`src/rtl/mem_port_arbiter.sv`:
```
// Single-port memory arbiter for the load/store unit (D), instruction fetch (I) and the DMA engine (X).
// Sequences one access at a time, tracks fixed-latency read returns and raises pipeline stalls.
module mem_port_arbiter #(
  parameter int ADDR_W     = 32,
  parameter int DATA_W     = 32,
  parameter int RD_LAT     = 2,
  parameter int X_MAX_WAIT = 8
) (
  input  logic              clk,
  input  logic              rst,
  input  logic              d_req,
  input  logic              d_we,
  input  logic [ADDR_W-1:0] d_addr,
  input  logic [DATA_W-1:0] d_wdata,
  input  logic [3:0]        d_be,
  output logic              d_gnt,
  output logic              d_rvalid,
  output logic [DATA_W-1:0] d_rdata,
  input  logic              i_req,
  input  logic [ADDR_W-1:0] i_addr,
  input  logic              i_kill,
  output logic              i_gnt,
  output logic              i_rvalid,
  output logic [DATA_W-1:0] i_rdata,
  input  logic              x_req,
  input  logic              x_we,
  input  logic [ADDR_W-1:0] x_addr,
  input  logic [DATA_W-1:0] x_wdata,
  output logic              x_gnt,
  output logic              x_rvalid,
  output logic [DATA_W-1:0] x_rdata,
  output logic              mem_en,
  output logic              mem_we,
  output logic [ADDR_W-1:0] mem_addr,
  output logic [DATA_W-1:0] mem_wdata,
  output logic [3:0]        mem_be,
  input  logic [DATA_W-1:0] mem_rdata,
  output logic              stall_mem,
  output logic              stall_fetch
);

  localparam logic [0:0] ST_IDLE    = 1'b0;
  localparam logic [0:0] ST_RD_WAIT = 1'b1;

  localparam logic [1:0] OWN_D    = 2'd0;
  localparam logic [1:0] OWN_I    = 2'd1;
  localparam logic [1:0] OWN_X    = 2'd2;
  localparam logic [1:0] OWN_NONE = 2'd3;

  localparam logic [1:0] LAT_LAST = 2'(RD_LAT - 1);
  localparam logic [3:0] X_SAT    = 4'(X_MAX_WAIT);

  logic [0:0] state;
  logic [1:0] owner;
  logic [1:0] lat_cnt;
  logic [3:0] x_wait_cnt;
  logic       kill_pend;

  logic [1:0] sel;
  logic       ret_cycle;
  logic       grant_win;
  logic       x_urgent;
  logic       any_gnt;
  logic       win_we;
  logic       d_out;
  logic       i_out;
  logic       kill_now;

  assign ret_cycle = (state == ST_RD_WAIT) && (lat_cnt == LAT_LAST);
  // Grants are suppressed while reset is held so nothing reaches memory during reset.
  assign grant_win = rst && ((state == ST_IDLE) || ret_cycle);
  assign x_urgent  = x_req && (x_wait_cnt == X_SAT);

  always_comb begin
    sel = OWN_NONE;
    if (grant_win) begin
      if (x_urgent)   sel = OWN_X;
      else if (d_req) sel = OWN_D;
      else if (i_req) sel = OWN_I;
      else if (x_req) sel = OWN_X;
    end
  end

  assign d_gnt   = (sel == OWN_D);
  assign i_gnt   = (sel == OWN_I);
  assign x_gnt   = (sel == OWN_X);
  assign any_gnt = (sel != OWN_NONE);

  always_comb begin
    mem_addr  = d_addr;
    mem_wdata = d_wdata;
    mem_be    = d_be;
    win_we    = d_we;
    case (sel)
      OWN_I: begin
        mem_addr = i_addr;
        mem_be   = 4'hF;
        win_we   = 1'b0;
      end
      OWN_X: begin
        mem_addr  = x_addr;
        mem_wdata = x_wdata;
        mem_be    = 4'hF;
        win_we    = x_we;
      end
      default: ;
    endcase
  end

  assign mem_en = any_gnt;
  assign mem_we = any_gnt && win_we;

  assign d_out = (state == ST_RD_WAIT) && (owner == OWN_D);
  assign i_out = (state == ST_RD_WAIT) && (owner == OWN_I);
  // A kill arriving in the same cycle must already hide the fetch return and its stall.
  assign kill_now = kill_pend || (i_kill && i_out);

  assign d_rvalid = ret_cycle && (owner == OWN_D);
  assign i_rvalid = ret_cycle && (owner == OWN_I) && !kill_now;
  assign x_rvalid = ret_cycle && (owner == OWN_X);
  assign d_rdata  = mem_rdata;
  assign i_rdata  = mem_rdata;
  assign x_rdata  = mem_rdata;

  assign stall_mem   = rst && ((d_req && !d_gnt) || (d_out && !d_rvalid));
  assign stall_fetch = rst && ((i_req && !i_gnt) || (i_out && !i_rvalid && !kill_now));

  always_ff @(posedge clk or negedge rst) begin
    if (!rst) begin
      state      <= ST_IDLE;
      owner      <= OWN_D;
      lat_cnt    <= 2'd0;
      x_wait_cnt <= 4'd0;
      kill_pend  <= 1'b0;
    end else begin
      if (any_gnt && !win_we) begin
        state   <= ST_RD_WAIT;
        lat_cnt <= 2'd0;
        owner   <= sel;
      end else if (ret_cycle) begin
        state   <= ST_IDLE;
        lat_cnt <= 2'd0;
      end else if (state == ST_RD_WAIT) begin
        lat_cnt <= lat_cnt + 2'd1;
      end

      // A return cycle retires the old kill; only a freshly killed new fetch keeps it set.
      if (ret_cycle)
        kill_pend <= i_gnt && i_kill;
      else if ((i_gnt && i_kill) || (i_kill && i_out))
        kill_pend <= 1'b1;

      if (!x_req || x_gnt)
        x_wait_cnt <= 4'd0;
      else if (x_wait_cnt != X_SAT)
        x_wait_cnt <= x_wait_cnt + 4'd1;
    end
  end

endmodule

```
`config.mk`:
```
export PLATFORM = sky130hd
export DESIGN_NAME = mem_port_arbiter
export DESIGN_NICKNAME = d
export VERILOG_FILES = /design/src/rtl/mem_port_arbiter.sv
export SDC_FILE = /design/constraint.sdc
export NUM_CORES = 1
export LEC_CHECK = 0
export ABC_AREA = 1
export CORE_AREA = 2 2 146 148
export CTS_BUF_LIST = sky130_fd_sc_hd__clkbuf_16
export CTS_CLUSTER_SIZE = 14
export DETAILED_ROUTE_END_ITERATION = 16
export DIE_AREA = 0 0 148 150
export GPL_TIMING_DRIVEN = 0
export PLACE_DENSITY = 0.57
export SLEW_MARGIN = 20
export SYNTH_ARGS = -nofsm -noshare
export SYNTH_HDL_FRONTEND = slang
export SYNTH_SLANG_ARGS = --single-unit
```
`constraint.sdc`:
```
create_clock -name clk -period 2.4 [get_ports clk]
set_clock_uncertainty 0.2 [all_clocks]
set_input_delay 0.36 -clock clk [delete_from_list [all_inputs] [get_ports clk]]
set_output_delay 0.36 -clock clk [all_outputs]
set_load 0.02 [all_outputs]
```
# After elaboration in Yosys (flattened, before gate mapping)
# Cells that the tools add are included.
word_totals:
  elab_cells: 74
  output_inout_bits: 174
  input_bits: 204
  reg_bits: 10
op_classes:
  n_reduce_logical: 40
  n_eq_ne: 8
  mux: 18
  n_addsub: 2
  bitwise_logic: 1
op_table:
  columns: ["operator", "n"]
  rows:
  - ["$pmux 32 s2", 1]
  - ["$mux 32", 1]
  - ["$logic_and 1x1->1", 20]
  - ["$mux 2", 7]
  - ["$mux 4", 3]
  - ["$logic_not 1->1", 7]
  - ["$eq 2x1->1 const B", 3]
  - ["$logic_or 1x1->1", 6]
  - ["$reduce_bool 2->1", 3]
  - ["$mux 1", 5]
  - ["$add 4x1->4 const B", 1]
  - ["$eq 2x2->1 const B", 2]
  - ["$eq 4x4->1 const B", 1]
  - ["$logic_not 2->1", 2]
  - ["$ne 4x4->1 const B", 1]
  - ["$reduce_bool 3->1", 1]
  - ["$add 2x1->2 const B", 1]
  - ["$ne 2x2->1 const B", 1]
  - ["$pmux 1 s2", 1]
  - ["$reduce_or 2->1", 1]
  - ["$not 1->1", 1]

# Longest topological paths before layout
# Gate-level depths: netlist of the first run.
depth:
  depth_word: 11
  mapped_depth: 11

# Least setup slack after synthesis of the first run
# No wires, ideal clock.
synth_path:
  path_type: "reg-to-output"
  start: "register x_wait_cnt[0]"
  end: "output port mem_we"
  n_path_buf: 0
  slack_ps: 216
  arrival_time_ps: 1624
  required_ps: 1840
  path_stages_with_launch: 9
  cell_sequence: "dfrtp_1 -> inv_1 -> ha_1 -> nand4_2 -> nand2_1 -> inv_1 -> a21oi_1 -> nand2_1 -> inv_1"
synth_between:
  word_cells_on_any_way: 9
synth_rtl:
  columns: ["item", "line_no", "rtl"]
  rows:
  - ["start: declaration", "56", "logic [3:0] x_wait_cnt;"]
  - ["start signal: assignment", "156", "x_wait_cnt <= x_wait_cnt + 4'd1;"]
  - ["$eq 4x4->1", "72", "assign x_urgent = x_req && (x_wait_cnt == X_SAT);"]
  - ["$logic_and 1x1->1", "72", null]
  - ["$mux 2", "77", "if (x_urgent) sel = OWN_X;"]
  - ["$mux 2", "76", "if (grant_win) begin"]
  - ["$ne 2x2->1", "87", "assign any_gnt = (sel != OWN_NONE);"]
  - ["net mem_en", "32", "output logic mem_en,"]
  - ["$logic_and 1x1->1", "111", "assign mem_we = any_gnt && win_we;"]
  - ["end: declaration", "33", "output logic mem_we,"]
# The timed path passes the listed nets, and every way through them passes these cells.

# Worst setup path in the final report of the first run
layout_path:
  start: "register x_wait_cnt[1]"
  end: "output port mem_wdata[8]"
layout_between:
  elab_chain_cells: 6
layout_lines:
  columns: ["item", "line_no", "rtl"]
  rows:
  - ["$eq 4x4->1", "72", null]
  - ["$logic_and 1x1->1", "72", null]
  - ["$mux 2", "77", null]
  - ["$mux 2", "76", null]
  - ["$eq 2x2->1", "94", "case (sel)"]
  - ["$mux 32", "94", null]
  - ["end: declaration", "35", "output logic [DATA_W-1:0] mem_wdata,"]
# Every way passes these cells.

==> results.tsv, run 1 <==
stage	metric	value	unit
status	status	complete, but fails checks	
status	violations	hold timing, setup timing	
global_route	grt_pass1_vias	3807	
setup_path	r2r_cells	11	
finish	regArea	250	um2
clock_network	clk_path_buf_depth	2	
timing	rsz0062_at_grt	yes	
finish	n_fill_cell	2168	
place	pre_cts_slack	-1.28	ns
synth	synth_common_cells	nand2_1 (211), buf_4 (101), nand3_1 (36)	
clock_network	cts_max_level	1	
finish	drive_above_1_share	43.7	%
synth	synth_top_area_share	32.6	%
routing	drc	0	
place	place_area	6220	um2
setup_path	cp.required	1.84	ns
routing	vias_per_cell	3.63	
clock_network	clockRootBuffer	clkbuf_16	
routing	first_pass_iters	4	
global_route	antenna_found_initial	0	
synth	yosys_most_used_dff	dfrtp_1	
die	design.die.area	22200	um2
die	rows	53	
synth	ys_seq_area_share	10.3	%
global_route	track_usage	11.9	%
die	die_h	150	um
global_route	met3_usage	2.47	%
global_route	grt_start_max_net_pins	13	
synth	yosysTopAreaCell	nand2_1	
setup_path	cpPeakStageDelay	0.40	ns
routing	wl_per_cell	13.9	um
setup_path	path_common_cell	buf_12	
global_route	grt_use_met1	13.5	%
setup_path	cp.depth	13	
pwr	power.density	353	nW/um2
synth	synth_area	2430	um2
die	top_level_ports	378	
timing	drv_slew	0	
timing	fmax	397	MHz
timing	relSlewSlack	75.8	%
synth	synth_most_common_cell	nand2_1	
synth	synth_cell_types	25	
global_route	met2_usage	23.4	%
timing	finalHoldViolCount	10	
synth	synthArstFlopShare	100	%
finish	antennaDiodeCount	0	
finish	syn2layout_area_growth	207	%
setup_path	cpMaxStageDelayCell	dfrtp_1	
finish	design_area	7450	um2
finish	final_cells	1090	
routing	wl	15200	um
hold_path	hp-class	in2async	
setup_path	worst-path-max-fanout	7	
routing	postRouteAntennaNets	0	
setup_path	path_delay_family	buffers and inverters	
global_route	grt.overflow.total	0	
place	dp_hpwl	12500	um
die	start_util	11.7	%
routing	first_iter_violations	77	
setup_path	crit_type	reg2out	
synth	yosys_warnings	0	
clock_network	clkSinkCount	10	
timing	setup_viol	68	
setup_path	end_kind	primary output	
clock_network	cts_tree	built	
synth	syn-num-nets	638	
timing	worst_slack	-0.117	ns
global_route	grt_pass1_wl	20700	um
routing	via_count	3962	
place	port_buffers	345	
timing	finalCritPeriodShare	105	%
synth	syn_avg_cell_area	5.62	um2
die	core-area	20700	um2
timing	holdWs	-0.198	ns
setup_path	worstPathArrival	1.96	ns
finish	finalNetCount	1023	
finish	multi_input_area	1800	um2
setup_path	cp.buffers_inverters	7	
setup_path	worstPathCellList	inv_2, ha_4, nand4_4, nand2_4, nand3_4, clkinv_4, buf_12, buf_12, buf_8, buf_12, nand2_2, nand2_2, buf_6	
clock_network	insertion_delay	0.23	ns
synth	ys_ff_latch	10	
pwr	peakVddDrop	0.000258	V
die	die_x	148	um
place	dp_cells	1052	
run	cap_viol_max_count	0	
synth	syn-instance-count	432	
setup_path	crit_path_start_kind	flip-flop	
synth	ys_top_cells_by_area	nand2_1 (33%), buf_4 (31%), dfrtp_1 (10%)	
clock_network	clk_pin_slew	0.04	ns
global_route	grt.busiest_layer	met2	
pwr	p_leak	3.61	nW
synth	synth_edf_count	0	
clock_network	numCtsBuffers	3	
timing	tightest_slew	0.362	ns
place	gp_congestion	0.770	
timing	period_needed	2.52	ns
==> kinds of logic (layout without fill, tap and decap cells) <==
group / count (synthesis) / in the layout / synth area share [%]
AOI/OAI and AO/OA: 9 / 9 / 1.96
xor gates and xnor gates: 2 / 2 / 0.722
adders and majority gates: 2 / 2 / 1.03
buffers and inverters: 132 / 515 / 38.4
DFF: 10 / 10 / 10.3
and+or+nand+nor: 277 / 277 / 47.6
==> worst register-to-register path: stages, from the launching register on <==
cell	delay [ns]
dfrtp_1	0.37
inv_2	0.07
ha_4	0.17
nand4_4	0.09
nand2_4	0.08
nand3_4	0.10
clkinv_4	0.08
buf_12	0.14
buf_8	0.14
buf_6	0.12
buf_4	0.13
o31ai_1	0.28
==> layout by cell type (no fill, tap or decap), types with 2 or more instances in the layout <==
master | synthesis | routed
a21oi_1 | 6 | 5
buf_12 | 0 | 10
buf_16 | 0 | 2
buf_2 | 3 | 12
buf_4 | 101 | 116
buf_6 | 7 | 70
buf_8 | 0 | 5
clkbuf_16 | 0 | 7
clkdlybuf4s50_1 | 0 | 263
dfrtp_1 | 10 | 10
dlygate4sd2_1 | 0 | 7
inv_1 | 15 | 11
inv_2 | 4 | 5
inv_8 | 0 | 2
nand2_1 | 211 | 122
nand2_2 | 4 | 60
nand2_4 | 1 | 31
nand2_8 | 0 | 3
nand3_1 | 36 | 18
nand3_2 | 3 | 18
nand3_4 | 0 | 3
nand4_1 | 2 | 2
nor2_1 | 9 | 8
nor3_1 | 3 | 3
o21ai_0 | 2 | 2
or2_2 | 5 | 4
==> stage by stage <==
stage	util [%]	hold slack, ns	total power, mW	setup TNS [ns]
after floorplan	-	-0.136	1.10	0
after global placement	30.1	0.324	2.03	-83.19
after detailed placement	30.1	0.332	2.03	-83.51
after CTS	33.4	-0.193	2.46	-6.56
after global routing	36.0	-0.188	2.80	-12.31
final	36.0	-0.198	2.63	-4.71
==> power breakdown <==
group / internal, mW / leakage (nW) / switching, mW / total [mW]
clock: 0.215 / 0.0370 / 0.0677 / 0.283
combinational: 1.11 / 3.44 / 0.981 / 2.09
sequential: 0.213 / 0.130 / 0.0386 / 0.252
total: 1.54 / 3.61 / 1.09 / 2.63
==> final cells by class <==
class / instances / share of cell area, %
multi-input combinational: 290 / 24.2
clock buffer: 3 / 1.01
buffer: 113 / 13.0
inverter: 19 / 1.23
timing repair buffer: 380 / 52.6
sequential: 10 / 3.36
tap: 275 / 4.62
==> what timing repair did <==
action / CTS / global route
endpoints found under the setup margin: 77 / 75
resized for setup: 513 / 113
buffers inserted: 24 / 5
cloned: 2 / 4
pin swaps: 15 / 27
endpoints found under the hold margin: 10 / 10
==> final timing paths <==
path                          startpoint            end  slack, ns
max                        x_wait_cnt[1]   mem_wdata[8]      -0.12
min                                  rst      kill_pend      -0.20
max reg2reg                x_wait_cnt[1]  x_wait_cnt[1]       0.31
min reg2reg                   lat_cnt[1]     lat_cnt[1]       0.33
max in group asynchronous            rst  x_wait_cnt[3]       1.98
min in group clk              lat_cnt[1]     lat_cnt[1]       0.33
==> sequential cells by signal, indices dropped and copies added, names as in the netlist <==
register	count
lat_cnt	2
owner	2
state	1
kill_pend	1
x_wait_cnt	4
==> layer usage <==
metal / share of wire, % / wire length, um
met1: 37 / 5680
met2: 54 / 8190
met3: 8.3 / 1250
met4: 0.26 / 39
met5: 0 / 0
(Power assumes the default switching activity.)
==> run 2: changes to the inputs <==
--- a/config.mk
+++ b/config.mk
@@ -6,13 +6,16 @@
 export NUM_CORES = 1
 export LEC_CHECK = 0
 export ABC_AREA = 1
-export CORE_AREA = 2 2 146 148
+export CELL_PAD_IN_SITES_DETAIL_PLACEMENT = 0
+export CELL_PAD_IN_SITES_GLOBAL_PLACEMENT = 1
+export CORE_AREA = 2 2 148 150
 export CTS_BUF_LIST = sky130_fd_sc_hd__clkbuf_16
 export CTS_CLUSTER_SIZE = 14
 export DETAILED_ROUTE_END_ITERATION = 16
-export DIE_AREA = 0 0 148 150
+export DIE_AREA = 0 0 150 152
 export GPL_TIMING_DRIVEN = 0
-export PLACE_DENSITY = 0.57
+export MAX_ROUTING_LAYER = met4
+export PLACE_DENSITY = 0.85
 export SLEW_MARGIN = 20
 export SYNTH_ARGS = -nofsm -noshare
 export SYNTH_HDL_FRONTEND = slang
==> constraint.sdc (replaced) <==
create_clock -name clk -period 3.2 [get_ports clk]
set_clock_uncertainty 0.2 [all_clocks]
set_input_delay 0.48 -clock clk [delete_from_list [all_inputs] [get_ports clk]]
set_output_delay 0.48 -clock clk [all_outputs]
set_load 0.02 [all_outputs]
==> run 2 against run 1 <==
  * The flow now finishes without violations
  * Clock power decreased by 26%
  * Sequential cell count unchanged
  * Die area increased by 2.7%
  * Setup slack improved by 0.28 ns
  * Critical path type is now in2out
==> results.tsv, run 2 (same netlist as run 1, synthesis figures left out) <==
stage	metric	value	unit	change
setup_path	r2r_cells	9		-2
global_route	track_usage	12.0	%	+0.12 points
die	start_util	11.4	%	-0.36 points
global_route	grt_pass1_wl	20700	um	about the same
setup_path	crit_type	in2out		
setup_path	r2r-start	x_wait_cnt[0]		
timing	rsz0062_at_grt	no		
setup_path	cpPeakStageDelay	0.66	ns	+0.26 ns
die	die_x	150	um	+1.4%
finish	top_register	x_wait_cnt		
pwr	p_leak	2.96	nW	-18%
finish	finalNetCount	988		-3.4%
setup_path	cp.required	2.52	ns	+0.68 ns
timing	fmax	329	MHz	
die	top_level_ports	378		unchanged
clock_network	cts_tree	built		
die	design.die.area	22800	um2	+2.7%
pwr	sequentialPowerShare	11.7	%	+2.1 points
place	gp_congestion	0.765		-0.62%
finish	reg_top3	x_wait_cnt (4), lat_cnt (2), owner (2)		
global_route	grt.overflow.total	0		unchanged
global_route	antenna_found_initial	0		unchanged
setup_path	worstPathCellList	clkdlybuf4s50_1, nand4_2, nand2_1, inv_1, a21oi_1, clkdlybuf4s50_1		
routing	via_count	3863		-2.5%
timing	holdWs	0.0244	ns	+0.222 ns
status	status	finished, final reports clean		
pwr	p_switching	0.703	mW	-35%
clock_network	postCtsHoldBufs	0		
pwr	power.density	267	nW/um2	-24%
setup_path	worst-path-max-fanout	4		-3
setup_path	end_kind	primary output		
routing	vias_per_cell	3.64		+0.17%
place	place_area	6230	um2	+0.10%
finish	final_cell_mix	clkdlybuf4s50_1 (273), nand2_1 (211), buf_4 (99)		
timing	tightest_slew	0.303	ns	-0.0593 ns
timing	relSlewSlack	79.8	%	+4.0 points
timing	finalHoldViolCount	0		-10
pwr	p_int	0.930	mW	-40%
finish	design_area	6110	um2	-18%
clock_network	postCtsSetupRepairBufs	0		-100%
finish	drive_above_1_share	23.2	%	-20 points
hold_path	hp-class	in2async		
routing	postRouteAntennaNets	0		unchanged
run	cap_viol_max_count	0		unchanged
routing	wl	14400	um	-4.7%
routing	first_pass_iters	5		+1
routing	drc	0		unchanged
timing	tns	0	ns	+4.71 ns
finish	syn2layout_area_growth	152	%	
setup_path	worst_r2r_endpoint	lat_cnt[1]		
clock_network	clk_path_buf_depth	2		unchanged
timing	drv_slew	0		unchanged
clock_network	clk_pin_slew	0.04	ns	about the same
finish	fin_util	28.6	%	-7.4 points
pwr	comb_power_share	75.5	%	-4.2 points
finish	mostFrequentLayoutCell	clkdlybuf4s50_1		
clock_network	numCtsBuffers	3		unchanged
setup_path	rrSetupSlack	1.21	ns	+0.90 ns
clock_network	insertion_delay	0.23	ns	about the same
setup_path	path_common_cell	clkdlybuf4s50_1		
die	die_h	152	um	+1.3%
setup_path	worstPathArrival	2.36	ns	+0.40 ns
finish	n_fill_cell	2380		+9.8%
pwr	p_sw_share	43.0	%	+1.6 points
timing	finalCritPeriodShare	95.0	%	
clock_network	clkSinkCount	10		unchanged
setup_path	crit_path_start_kind	primary input		
routing	first_iter_violations	104		+35%
place	dp_hpwl	12900	um	+3.1%
die	rows	54		+1.9%
clock_network	cts_max_level	1		unchanged
routing	wl_per_cell	13.6	um	-2.1%
pwr	p_total	1.63	mW	-38%
pwr	peakVddDrop	0.000153	V	-41%
pwr	pwr-share-clk	12.8	%	+2.0 points
global_route	grt_pass1_vias	3888		+2.1%
timing	period_needed	3.04	ns	
place	port_buffers	345		unchanged
setup_path	cpMaxStageDelayCell	clkdlybuf4s50_1		
clock_network	clockRootBuffer	clkbuf_16		
global_route	grt_start_max_net_pins	13		unchanged
finish	largest_reg_flops	4		unchanged
die	core-area	21400	um2	+3.2%
timing	setup_viol	0		-100%
==> run 2: changes by cell type in the layout (fill, tap and decap cells not counted), sizes merged <==
cell	before	now
inv	18	19
buf	215	111
clkinv	1	0
dlymetal6s2s	1	4
dlygate4sd2	7	11
diode	0	1
clkdlybuf4s50	263	273
clkbuf	9	50
clkdlybuf4s15	1	12
==> run 2: power groups by stage <==
stage | clock, mW | sequential (mW) | combinational [mW]
6_report | 0.210 | 0.190 | 1.23
3_5_place_dp | 0 | 0.192 | 1.33
5_1_grt | 0.228 | 0.195 | 1.33
2_1_floorplan | 0 | 0.184 | 0.643
3_3_place_gp | 0 | 0.191 | 1.33
4_1_cts | 0.216 | 0.191 | 1.26
==> run 2: worst max-delay path by stage <==
stage	startpoint	end	slack, ns	cells after the start
after global routing	x_req	mem_wdata[2]	0.003	10
final	x_req	mem_en	0.16	6
after CTS	i_req	mem_addr[5]	-0.23	11
after global placement	rst	mem_addr[23]	-0.74	10
after detailed placement	rst	mem_addr[23]	-0.77	10
after floorplan	x_wait_cnt[0]	mem_we	0.90	8
==> run 2: per-layer routing <==
| layer | up-vias | wire length, um | global-route usage (%) |
|---|---|---|---|
| met5 | - | 0 | - |
| met4 | 0 | 279 | 2.61 |
| met3 | 14 | 1390 | 2.49 |
| met2 | 240 | 7480 | 23.0 |
| met1 | 1681 | 5280 | 12.3 |
| li1 | 1928 | - | - |
==> run 2: area by class of cell <==
type                            instances  area, um2  area share [%]
Antenna cell                            1       2.50          0.0410
Buffer                                113        873            14.3
Clock buffer                            3       75.1            1.23
Inverter                               19       76.3            1.25
Multi-Input combinational cell        290       1250            20.5
Sequential cell                        10        250            4.10
Tap cell                              280        350            5.74
Timing Repair Buffer                  345       3230            52.8
==> run 2: through the flow <==
| step | setup WS (ns) | instances |
|---|---|---|
| global placement | -0.740 | 1057 |
| floorplan | 0.896 | 432 |
| finish | 0.160 | 1061 |
| CTS | -0.234 | 1060 |
| global route | 0.00293 | 1060 |
| detailed placement | -0.767 | 1057 |
==> run 2: what timing repair did <==
item                       CTS  global route
hold endpoints to repair     0             0
gates resized for setup     81           104
setup endpoints to repair   71            66
==> run 2: critical path: cells and delay by family <==
family,cells,cell delay (ns)
buffers and inverters,3,1.31
and+or+nand+nor,2,0.29
AOI/OAI and AO/OA,1,0.28
==> run 3: changes to the inputs <==
--- a/config.mk
+++ b/config.mk
@@ -8,14 +8,14 @@
 export ABC_AREA = 1
 export CELL_PAD_IN_SITES_DETAIL_PLACEMENT = 0
 export CELL_PAD_IN_SITES_GLOBAL_PLACEMENT = 1
-export CORE_AREA = 2 2 148 150
+export CORE_AREA = 2 2 146 148
 export CTS_BUF_LIST = sky130_fd_sc_hd__clkbuf_16
 export CTS_CLUSTER_SIZE = 14
 export DETAILED_ROUTE_END_ITERATION = 16
-export DIE_AREA = 0 0 150 152
+export DIE_AREA = 0 0 148 150
 export GPL_TIMING_DRIVEN = 0
 export MAX_ROUTING_LAYER = met4
-export PLACE_DENSITY = 0.85
+export PLACE_DENSITY = 0.87
 export SLEW_MARGIN = 20
 export SYNTH_ARGS = -nofsm -noshare
 export SYNTH_HDL_FRONTEND = slang
==> constraint.sdc (replaced) <==
create_clock -name clk -period 3.21 [get_ports clk]
set_clock_uncertainty 0.2 [all_clocks]
set_input_delay 0.4815 -clock clk [delete_from_list [all_inputs] [get_ports clk]]
set_output_delay 0.4815 -clock clk [all_outputs]
set_load 0.02 [all_outputs]
==> run 3 against run 2 <==
  * Design area grew 2.2%
  * Largest cell class unchanged
  * Critical path depth is 4 higher
  * Sequential power hardly changed
  * Power is 1.8% higher
  * Combinational power hardly changed
  * Wire length is 0.11% lower
  * Setup slack got worse by 0.27 ns
  * Hold slack better by 0.011 ns
  * Core utilization is 1.6 points higher
  * Via count fell by 1.1%
  * The run now ends with setup timing left
  * Final cell count shrank 0.47%
  * Largest power group unchanged
  * Critical endpoint is now mem_addr[2]
  * Clock power rose by 5%
==> results.tsv, run 3 (same netlist as run 1, synthesis figures left out) <==
stage	metric	value	unit	change
timing	period_needed	3.32	ns	
timing	tightest_slew	0.342	ns	+0.0390 ns
routing	via_count	3822		-1.1%
clock_network	clk_pin_slew	0.04	ns	about the same
setup_path	cp.buffers_inverters	5		+2
setup_path	cp.required	2.53	ns	about the same
die	top_level_ports	378		unchanged
die	die_x	148	um	-1.3%
timing	finalCritPeriodShare	104	%	
timing	setup_viol	2		+2
finish	top_register	x_wait_cnt		
global_route	track_usage	12.0	%	+0.024 points
setup_path	rrSetupSlack	1.22	ns	about the same
global_route	antenna_found_initial	0		unchanged
global_route	grt_pass1_vias	3777		-2.9%
finish	mostFrequentLayoutCell	clkdlybuf4s50_1		
status	violations	setup timing		
hold_path	hp-class	in2async		
finish	regArea	250	um2	unchanged
timing	drv_slew	0		unchanged
clock_network	clkSinkCount	10		unchanged
clock_network	postCtsSetupRepairBufs	0		unchanged
setup_path	cpPeakStageDelay	0.54	ns	-0.12 ns
setup_path	end_kind	primary output		
routing	wl_per_cell	13.7	um	+0.36%
die	design.die.area	22200	um2	-2.6%
clock_network	clockRootBuffer	clkbuf_16		
die	start_util	11.7	%	+0.36 points
die	rows	53		-1.9%
timing	finalHoldViolCount	0		unchanged
finish	multi_input_area	1250	um2	-0.40%
global_route	grt.overflow.total	0		unchanged
routing	drc	0		unchanged
die	core-area	20700	um2	-3.1%
finish	design_area	6240	um2	+2.2%
run	cap_viol_max_count	0		unchanged
clock_network	numCtsBuffers	3		unchanged
clock_network	cts_tree	built		
setup_path	worstPathArrival	2.64	ns	+0.28 ns
timing	relSlewSlack	77.2	%	-2.6 points
place	gp_congestion	0.770		+0.55%
clock_network	cts_max_level	1		unchanged
die	die_h	150	um	-1.3%
timing	fmax	301	MHz	
global_route	grt_pass1_wl	20100	um	-3.2%
finish	final_cell_mix	clkdlybuf4s50_1 (275), nand2_1 (211), buf_4 (99)		
clock_network	insertion_delay	0.23	ns	about the same
routing	vias_per_cell	3.62		-0.59%
setup_path	crit_type	in2out		
finish	antennaDiodeCount	0		-1
place	dp_hpwl	12900	um	+0.14%
finish	syn2layout_area_growth	157	%	
finish	largest_reg_flops	4		unchanged
setup_path	crit_path_start_kind	primary input		
finish	drive_above_1_share	19.1	%	-4.1 points
status	status	complete, but fails checks		
timing	worst_slack	-0.114	ns	-0.274 ns
clock_network	clk_path_buf_depth	2		unchanged
timing	rsz0062_at_grt	yes		
routing	wl	14400	um	-0.11%
place	place_area	6220	um2	-0.10%
setup_path	worst-path-max-fanout	10		+6
finish	finalNetCount	988		unchanged
place	pre_cts_slack	-0.770	ns	-0.00234 ns
global_route	grt_start_max_net_pins	13		unchanged
pwr	p_leak	3.03	nW	+2.4%
setup_path	cpMaxStageDelayCell	clkdlybuf4s50_1		
routing	first_iter_violations	75		-28%
routing	postRouteAntennaNets	0		unchanged
setup_path	path_delay_family	buffers and inverters		
place	port_buffers	345		unchanged
setup_path	worstPathCellList	clkdlybuf4s50_1, nand4_2, nand2_1, inv_1, nand2_2, clkinv_2, buf_6, nand2_1, nand3_1, clkdlybuf4s50_1		
routing	first_pass_iters	4		-1
pwr	power.density	266	nW/um2	-0.42%
finish	n_fill_cell	2296		-3.5%
pwr	peakVddDrop	0.000155	V	+1.6%
finish	reg_top3	x_wait_cnt (4), lat_cnt (2), owner (2)		
## run 3: cell count changes in the layout (fill, tap and decap cells not counted), sizes merged
cell,delta
diode,-1
dlygate4sd2,+23
clkdlybuf4s15,+1
inv,-1
dlymetal6s2s,+6
clkbuf,-32
clkdlybuf4s50,+2
clkinv,+2
## run 3: power breakdown
| group | switching (mW) | internal (mW) |
|---|---|---|
| Clock | 0.0569 | 0.163 |
| Sequential | 0.0305 | 0.159 |
| Combinational | 0.623 | 0.630 |
| Total | 0.710 | 0.952 |
## run 3: path summary, 6_finish.rpt
check,end,cells past startpoint,startpoint
max in group asynchronous,x_wait_cnt[2],1,rst
hold reg to reg,lat_cnt[1],2,lat_cnt[1]
hold / removal,kill_pend,1,rst
setup / recovery,mem_addr[2],10,x_req
setup reg to reg,owner[0],9,x_wait_cnt[0]
min in group clk,lat_cnt[1],2,lat_cnt[1]
## run 3: metal layers
| layer | vias up | wire, um | track usage (%) |
|---|---|---|---|
| li1 | 1928 | - | - |
| met1 | 1653 | 5340 | 12.8 |
| met2 | 235 | 7660 | 23.2 |
| met3 | 6 | 1300 | 2.53 |
| met4 | 0 | 124 | 1.76 |
| met5 | - | 0 | - |
## run 3: timing repair
action                                  4_1_cts  5_1_grt
pin swaps                                     0        0
resized for setup                            71       47
endpoints found under the setup margin       71       62
hold buffers                                  0        0
## run 3: layout make-up
cell class                 instances  area share, %
clock inverter                     1         0.0601
multi-input combinational        290           20.0
inverter                          19           1.20
timing repair buffer             345           54.0
tap                              275           5.51
sequential                        10           4.01
clock buffer                       3           1.20
buffer                           113           14.0
## run 3: through the flow
| step | instances | power [mW] | TNS [ns] | util, % | hold slack [ns] |
|---|---|---|---|---|---|
| 2_1_floorplan | 432 | 0.824 | 0 | - | -0.0141 |
| 3_3_place_gp | 1052 | 1.52 | -43.05 | 30.1 | 0.312 |
| 5_1_grt | 1056 | 1.78 | -1.57 | 30.2 | 0.0338 |
| 6_report | 1056 | 1.66 | -0.206 | 30.2 | 0.0353 |
| 3_5_place_dp | 1052 | 1.53 | -42.82 | 30.1 | 0.329 |
| 4_1_cts | 1056 | 1.69 | -1.32 | 30.2 | 0.0328 |
